[src/rtl/ccff_chain_loader_pkg.sv]
// ccff_pkg: FSM states and counter-width helper shared by the configuration-chain blocks.
package ccff_pkg;
   typedef enum logic [1:0] {IDLE, FETCH, SHIFT, DONE} state_t;
   function automatic int cnt_w(input int n);
      return $clog2(n + 1);
   endfunction
endpackage

[src/rtl/ccff_chain_loader_if.sv]
// ccff_chain_loader_if: valid/ready bitstream word stream feeding the chain loader.
interface ccff_chain_loader_if #(parameter int WORD_W = 8);
   logic [WORD_W-1:0] cfg_data;
   logic              cfg_valid;
   logic              cfg_ready;
   modport master (output cfg_data, cfg_valid, input cfg_ready);
   modport slave (input cfg_data, cfg_valid, output cfg_ready);
endinterface

[src/rtl/ccff_piso.sv]
// ccff_piso: parallel-in/serial-out word register, MSB first, with a local count of bits still to send.
module ccff_piso #(
   parameter int WORD_W = 8,
   parameter int CW     = $clog2(WORD_W + 1)
) (
   input  logic              prog_clk,
   input  logic              pReset_n,
   input  logic              load,
   input  logic              shift,
   input  logic [WORD_W-1:0] data,
   input  logic [CW-1:0]     load_cnt,
   output logic              msb,
   output logic              last
);
   logic [WORD_W-1:0] sr;
   logic [CW-1:0]     cnt;
   always_ff @(posedge prog_clk or negedge pReset_n)
      if (!pReset_n) begin
         sr  <= '0;
         cnt <= '0;
      end else if (load) begin
         sr  <= data;
         cnt <= load_cnt;
      end else if (shift) begin
         sr  <= sr << 1;
         cnt <= cnt - 1'b1;
      end
   assign msb  = sr[WORD_W-1];
   assign last = cnt == CW'(1);
endmodule

[src/rtl/ccff_chain_loader.sv]
// ccff_chain_loader: serialises exactly CHAIN_LEN bitstream bits into ccff_head, then releases I/O isolation.
module ccff_chain_loader
   import ccff_pkg::*;
#(
   parameter int WORD_W    = 8,
   parameter int CHAIN_LEN = 1024,
   parameter int CNT_W     = cnt_w(CHAIN_LEN)
) (
   input  logic               prog_clk,
   input  logic               pReset_n,
   input  logic               start,
   ccff_chain_loader_if.slave cfg,
   output logic               ccff_head,
   output logic               chain_shift_en,
   output logic               IO_ISOL_N,
   output logic               busy,
   output logic               done,
   output logic [CNT_W-1:0]   bits_left
);
   localparam int PW = cnt_w(WORD_W);
   state_t           state, state_d;
   logic             ready_d, head_d, shen_d, isol_d, busy_d, done_d;
   logic [CNT_W-1:0] bits_d;
   logic             load, shift, msb, last;
   logic [PW-1:0]    load_cnt;
   // a final partial word only carries the bits the chain still needs
   assign load_cnt = (int'(bits_left) < WORD_W) ? PW'(bits_left) : PW'(WORD_W);
   ccff_piso #(.WORD_W(WORD_W), .CW(PW)) u_piso (
      .prog_clk (prog_clk),
      .pReset_n (pReset_n),
      .load     (load),
      .shift    (shift),
      .data     (cfg.cfg_data),
      .load_cnt (load_cnt),
      .msb      (msb),
      .last     (last)
   );
   always_ff @(posedge prog_clk or negedge pReset_n)
      if (!pReset_n) begin
         state          <= IDLE;
         cfg.cfg_ready  <= 1'b0;
         ccff_head      <= 1'b0;
         chain_shift_en <= 1'b0;
         IO_ISOL_N      <= 1'b0;
         busy           <= 1'b0;
         done           <= 1'b0;
         bits_left      <= '0;
      end else begin
         state          <= state_d;
         cfg.cfg_ready  <= ready_d;
         ccff_head      <= head_d;
         chain_shift_en <= shen_d;
         IO_ISOL_N      <= isol_d;
         busy           <= busy_d;
         done           <= done_d;
         bits_left      <= bits_d;
      end
   always_comb begin
      state_d = state;
      ready_d = 1'b0;
      head_d  = 1'b0;
      shen_d  = 1'b0;
      isol_d  = IO_ISOL_N;
      busy_d  = busy;
      done_d  = done;
      bits_d  = bits_left;
      load    = 1'b0;
      shift   = 1'b0;
      case (state)
         IDLE:
            if (start) begin
               state_d = FETCH;
               ready_d = 1'b1;
               busy_d  = 1'b1;
               done_d  = 1'b0;
               isol_d  = 1'b0;
               bits_d  = CNT_W'(CHAIN_LEN);
            end
         FETCH: begin
            load    = cfg.cfg_valid && cfg.cfg_ready;
            state_d = load ? SHIFT : FETCH;
            ready_d = !load;
         end
         SHIFT: begin
            shift  = 1'b1;
            head_d = msb;
            shen_d = 1'b1;
            bits_d = bits_left - 1'b1;
            if (bits_left == CNT_W'(1))
               state_d = DONE;
            else if (last) begin
               state_d = FETCH;
               ready_d = 1'b1;
            end
         end
         DONE: begin
            state_d = IDLE;
            busy_d  = 1'b0;
            done_d  = 1'b1;
            isol_d  = 1'b1;
         end
      endcase
   end
endmodule

[src/flat_wrapper.sv]
// flat-port wrapper written by rule: the top's interface ports become plain ports
module ccff_chain_loader_flat import ccff_pkg::*;
#(
   parameter int WORD_W    = 8,
   parameter int CHAIN_LEN = 1024,
   parameter int CNT_W     = cnt_w(CHAIN_LEN)
)
  (prog_clk, pReset_n, start, ccff_head, chain_shift_en, IO_ISOL_N, busy, done, bits_left, cfg_cfg_data, cfg_cfg_valid, cfg_cfg_ready);
  ccff_chain_loader_if #(.WORD_W(WORD_W)) cfg_i ();
  input  logic prog_clk;
  input  logic pReset_n;
  input  logic start;
  output logic ccff_head;
  output logic chain_shift_en;
  output logic IO_ISOL_N;
  output logic busy;
  output logic done;
  output logic [CNT_W-1:0] bits_left;
  input wire logic [$bits(cfg_i.cfg_data)-1:0] cfg_cfg_data;
  input wire logic [$bits(cfg_i.cfg_valid)-1:0] cfg_cfg_valid;
  output wire logic [$bits(cfg_i.cfg_ready)-1:0] cfg_cfg_ready;
  assign cfg_i.cfg_data = cfg_cfg_data;
  assign cfg_i.cfg_valid = cfg_cfg_valid;
  assign cfg_cfg_ready = cfg_i.cfg_ready;
  ccff_chain_loader #(.WORD_W(WORD_W), .CHAIN_LEN(CHAIN_LEN), .CNT_W(CNT_W)) u_core (.prog_clk(prog_clk), .pReset_n(pReset_n), .start(start), .cfg(cfg_i), .ccff_head(ccff_head), .chain_shift_en(chain_shift_en), .IO_ISOL_N(IO_ISOL_N), .busy(busy), .done(done), .bits_left(bits_left));
endmodule
[config.mk]
export PLATFORM = sky130hd
export DESIGN_NAME = ccff_chain_loader_flat
export DESIGN_NICKNAME = d
export VERILOG_FILES = /design/src/rtl/ccff_chain_loader_pkg.sv /design/src/rtl/ccff_chain_loader_if.sv /design/src/rtl/ccff_piso.sv /design/src/rtl/ccff_chain_loader.sv /design/src/flat_wrapper.sv
export SDC_FILE = /design/constraint.sdc
export NUM_CORES = 1
export LEC_CHECK = 0
export CAP_MARGIN = 20
export CORE_MARGIN = 3
export CORE_UTILIZATION = 51
export DETAILED_ROUTE_END_ITERATION = 10
export PLACE_DENSITY = 0.9
export SYNTH_ARGS = -nofsm -noshare
export SYNTH_HDL_FRONTEND = slang
export SYNTH_SLANG_ARGS = --single-unit
[constraint.sdc]
create_clock -name prog_clk -period 1.7 [get_ports prog_clk]
set_input_delay 0.34 -clock prog_clk [delete_from_list [all_inputs] [get_ports prog_clk]]
set_output_delay 0.34 -clock prog_clk [all_outputs]
set_load 0.02 [all_outputs]
# Yosys cells after proc, flatten, opt, wreduce, memory -nomap -nowiden
# Cells that the tools add are included.
word_totals:
  ff_bits: 30
  input_bits: 12
  output_inout_bits: 17
  word_cells: 51
classes:
  addsub: 2
  order_cmp: 1
  n_eq_ne: 7
  n_mux: 23
  n_reduce_logical: 9
ops:
  columns: ["operator", "count"]
  rows:
  - ["11-bit one-hot mux with 2 select lines", 1]
  - ["8-bit 2-to-1 mux", 2]
  - ["4-bit 2-to-1 mux", 3]
  - ["11-bit by 1-bit equality test with 1-bit output, second input constant", 1]
  - ["11-bit by 4-bit < comparator with 1-bit output, second input constant", 1]
  - ["11-bit 2-to-1 mux", 1]
  - ["11-bit by 1-bit subtractor with 11-bit output, second input constant", 1]
  - ["1-bit 2-to-1 mux", 8]
  - ["2-bit 2-to-1 mux", 4]
  - ["2-bit one-hot mux with 4 select lines", 1]
  - ["2-bit AND reduction", 3]
  - ["2-bit nonzero test", 3]
  - ["2-bit equality test, second input constant", 2]
  - ["4-bit by 1-bit equality test with 1-bit output, second input constant", 1]
  - ["1-bit one-hot mux with 2 select lines", 2]
  - ["4-bit by 1-bit subtractor with 4-bit output, second input constant", 1]
  - ["3-bit by 1-bit != test with 1-bit output, second input constant", 1]
  - ["1-bit one-hot mux with 3 select lines", 1]
  - ["2-bit by 1-bit equality test with 1-bit output, second input constant", 1]
  - ["2-bit logical NOT", 1]
  - ["2-bit != test, second input constant", 1]
  - ["1-bit logical AND", 1]
  - ["1-bit logical NOT", 1]

# Longest topological paths before layout
depth:
  ltp_word: 4
  mapped_depth: 5
  mapped_depth_nobuf: 5

# Cells and area by module
# From an unflattened synthesis, not the netlist that was laid out.
hier_totals:
  cells_unflattened: 152
  hier_area_um2: 1612.8
modules_own_cells:
  columns: ["mod", "n_inst", "cells_each", "area_per_inst_um2", "seq_area_each_um2"]
  rows:
  - ["ccff_chain_loader", 1, 95, 1003.5, 450.4]
  - ["ccff_piso", 1, 57, 609.3, 300.3]

# Worst setup path before layout
# Ideal clock, no wire load.
synth_path:
  path_kind: "flip-flop to flip-flop"
  start: "register u_core.state[0]"
  end: "register u_core.u_piso.cnt[3]"
  setup_ns: 0.124
  arrival_time_ns: 1.297
  required_time_ns: 1.576
  path_slack_ns: 0.279
  path_stages_with_launch: 4
  n_path_buf: 0
  synth_period_minus_slack_ns: 1.421
  path_cell_list: "dfrtp_1 > or4b_1 > o211a_1 > a211o_1"
synth_between:
  elab_chain_len: 3
  elab_cells_between_ends: 6
  classes_between: "eq/ne: 2; mux: 3; reduce/logical: 1"
synth_rtl:
  columns: ["element", "line_no", "source"]
  rows:
  - ["from (decl)", "ccff_chain_loader.sv:21", "state_t state, state_d;"]
  - ["from (signal assigned)", "ccff_chain_loader.sv:49", "state <= state_d;"]
  - ["2-bit by 1-bit equality test with 1-bit output / 2-bit equality test (equally long branches)", "ccff_chain_loader.sv:69", "case (state)"]
  - ["1-bit 2-to-1 mux", "ccff_chain_loader.sv:69", null]
  - ["4-bit 2-to-1 mux / 2-bit nonzero test (equally long branches)", null, null]
  - ["to (signal assigned)", "ccff_piso.sv:23", "cnt <= load_cnt;"]
  - ["to (signal assigned)", "ccff_piso.sv:26", "cnt <= cnt - 1'b1;"]
  - ["to (decl)", "ccff_piso.sv:16", "logic [CW-1:0] cnt;"]
# Several ways; a longest one is shown, not always the timed one.
# A chain may end at the register's enable or synchronous reset.

# Worst setup path after layout
layout_path:
  start: "register u_core.bits_left[2]"
  end: "output bits_left[2]"
layout_rtl:
  columns: ["element", "line_no", "source"]
  rows:
  - ["from (decl)", "ccff_chain_loader.sv:18", "output logic [CNT_W-1:0] bits_left"]
  - ["from (signal assigned)", "ccff_chain_loader.sv:56", "bits_left <= bits_d;"]
  - ["to (decl)", "flat_wrapper.sv:18", "output logic [CNT_W-1:0] bits_left;"]
# No word-level cell between the ends.

==> impl_metrics.json <==
{
  "finalCriticalPeriod_ns": 1.65,
  "crit_required_ns": 1.36,
  "finalPower_mw": 3.28,
  "crit_family": "buffers and inverters",
  "ys_types": 41,
  "pre_cts_ws_ns": -0.102,
  "drv_slew": 0,
  "ys_seq_area_share_pct": 49.7,
  "setup_viol": 0,
  "skew_ns": 0.0104,
  "utilization_pct": 68.9,
  "num_rows": 19,
  "clock_path_buffers": 2,
  "cellLeakagePower_nw": 0.977,
  "core_um2": 2780,
  "dp.cells": 211,
  "cts_buffers": 5,
  "setup_ws_ns": 0.0509,
  "maxSlewHeadroom_pct": 68.2,
  "rr_startpoint": "u_core.state[0]$_DFFE_PN0P_",
  "grt_pass1_wl_um": 5930,
  "start_kind": "flop",
  "antenna_found_initial": 0,
  "hpwl_um": 2610,
  "ios": 29,
  "finalHoldViolations": 0,
  "fp.dieH_um": 60.4,
  "clk_latency_ns": 0.33,
  "grt_overflow": 0,
  "ant_nets": 0,
  "fin_crit_sh_pct": 97.0,
  "synth_cells": 151,
  "crit_slowest_cell": "clkdlybuf4s50_1",
  "num_vias": 1303,
  "reg2regPathDepth": 3,
  "worstSetupPathType": "flop to primary output",
  "wire_per_inst_um": 16.3,
  "crit_path_end_kind": "primary output",
  "synth_nets": 167,
  "clock_sinks": 30,
  "synthesis.area_um2": 1510,
  "post-cts-setup-buffers": 0,
  "worstPathCellList": "clkdlybuf4s50_1",
  "drtPass1Iterations": 5,
  "max_clock_freq_mhz": 606,
  "status": "finished clean",
  "num-nets-final": 203,
  "area_growth_pct": 26.7,
  "holdWs_ns": 0.377,
  "setup_tns_ns": 0,
  "htree_levels": 2,
  "ys_seq_elements": 30,
  "hold_class": "input pin to async pin",
  "routed_wl_um": 3560,
  "drt-vias-per-instance": 5.95,
  "grtUsageTotal_pct": 21.9,
  "r2r_slack_ns": 0.14,
  "grt_start_max_net_pins": 31,
  "portBuffers": 28,
  "critPathBufInv": 1,
  "pwr_density_cell_nw_per_um2": 1710,
  "critPathArrivalTime_ns": 1.31,
  "dieArea_um2": 3650,
  "rr_endpoint": "u_core.u_piso.cnt[3]$_DFFE_PN0P_",
  "grt_pass1_vias": 1350,
  "ir_worst_vdd_uv": 1110,
  "place.gp.congestion": 0.848,
  "fin_cells": 219,
  "path_max_fanout": 2,
  "final_area_um2": 1920,
  "placed_cell_area_um2": 1850,
  "holdBufCountCts": 0,
  "worstMarginPinSlew_ns": 0.473,
  "drc": 0,
  "cts.reportedPaths.clkPinSlew_ns": 0.10,
  "rsz0062_at_grt": "no",
  "ys_warn_count": 0,
  "tritoncts": "yes",
  "max_stage_delay_ns": 0.61,
  "die_w_um": 60.4,
  "drive_above_1_share_pct": 11.7,
  "drv_cap": 0,
  "initial_core_util_pct": 54.3,
  "cts_root_buffer": "clkbuf_4",
  "syn_avg_cell_area_um2": 10.0,
  "antenna_cells": 0,
  "initialDrtViolationCount": 65
}
[power by group]
| group | internal (mW) | leakage [nW] | total, mW | switching (mW) |
|---|---|---|---|---|
| Clock | 0.282 | 0.0446 | 0.535 | 0.252 |
| Sequential | 0.993 | 0.381 | 1.28 | 0.291 |
| Combinational | 0.640 | 0.551 | 1.46 | 0.823 |
[flip-flops by register name, summed over array words and instances, names as in the netlist]
name and cells:
u_core.u_piso.cnt 4, u_core.u_piso.sr 8, u_core.state 2, u_core.cfg.cfg_ready 1, u_core.busy 1, u_core.IO_ISOL_N 1
u_core.ccff_head 1, u_core.bits_left 11, u_core.chain_shift_en 1
[kinds of logic after synthesis]
| family | share of synthesized area [%] |
|---|---|
| simple gates | 23.7 |
| flops | 49.7 |
| compound gates | 11.8 |
| buf+inv | 4.88 |
| mux | 6.04 |
| fa+ha+maj | 3.31 |
| xor+xnor | 0.580 |
[Yosys cell counts (all sizes together)]
cell type   n  area share [%]
dfrtp      30              50
mux2i       8             5.3
nor3b       2            0.99
mux2        1            0.74
or4b        1            0.66
or3         1            0.41
nand3      15             5.0
nor2        8             2.0
o22ai       2            0.83
a22oi       7             3.5
nand4       3             1.2
buf         5             2.0
o211a       1            0.66
o22a        1            0.58
a21oi       5             1.7
and2        1            0.41
xnor2       1            0.58
o2bb2ai     1            0.58
a211o       1            0.58
nor3        4             1.7
nand2b      1            0.41
inv         6             1.5
ha          4             3.3
nand4b      2             1.6
o32ai       1            0.58
clkbuf      3             1.4
or3b        1            0.58
a31oi       1            0.41
nand3b      2            0.99
nor2b       2            0.83
nand2      21             5.2
o21ai       4             1.3
a21boi      1            0.50
and4b       1            0.74
and3b       1            0.58
a32o        1            0.66
and3        1            0.41
[layout make-up]
class / instances / area (um2)
Clock buffer: 8 / 78.8
Fill cell: 229 / 866
Inverter: 6 / 22.5
Multi-Input combinational cell: 107 / 687
Sequential cell: 30 / 751
Tap cell: 31 / 38.8
Timing Repair Buffer: 37 / 338
[cell usage in the layout (no fill, tap or decap), drive strengths merged]
cell type and n:
nand4 3, and3 1, buf 9, or3b 1, o22a 1, clkdlybuf4s50 14, a31oi 1, a22oi 7
o2bb2ai 1, or4b 1, a32o 1, nor2b 2, nor2 8, inv 6, nor3 4, clkbuf 8
dfrtp 30, ha 4, xnor2 1, a21oi 5, or3 1, dlymetal6s2s 2, and4b 1, and2 1
o22ai 2, mux2i 8, o21ai 4, nand4b 2, dlygate4sd2 12, and3b 1, mux2 1, nand2b 1
nand3 15, nand3b 2, nor3b 2, o211a 1, nand2 21, o32ai 1, a211o 1, a21boi 1
[worst max-delay path by stage]
stage / startpoint / endpoint / slack [ns] / cells after the start
floorplan: u_core.state[0]$_DFFE_PN0P_ / u_core.u_piso.cnt[3]$_DFFE_PN0P_ / 0.28 / 3
global placement: start / u_core.bits_left[10]$_DFFE_PN0P_ / -0.07 / 4
detailed placement: start / u_core.bits_left[10]$_DFFE_PN0P_ / -0.10 / 4
CTS: u_core.IO_ISOL_N$_DFFE_PN0P_ / IO_ISOL_N / 0.01 / 1
global route: u_core.bits_left[2]$_DFFE_PN0P_ / bits_left[2] / 0.01 / 1
finish: u_core.bits_left[2]$_DFFE_PN0P_ / bits_left[2] / 0.05 / 1
[per-layer routing]
layer / part of all wire [%] / wire (um) / track usage, % / up-vias
li1: - / - / - / 611
met1: 41 / 1450 / 26.3 / 641
met2: 52 / 1850 / 36.6 / 39
met3: 4.5 / 162 / 4.89 / 12
met4: 2.8 / 99 / 12.1 / 0
met5: 0 / 0 / 0 / -
[timing repair]
| action | 4_1_cts | 5_1_grt |
|---|---|---|
| pin swaps | 0 | 0 |
| hold endpoints to repair | 0 | 0 |
| gates resized for setup | 12 | 2 |
| gates cloned | 0 | 0 |
| endpoints found under the setup margin | 12 | 2 |
Power figures use the tool's default switching activity.
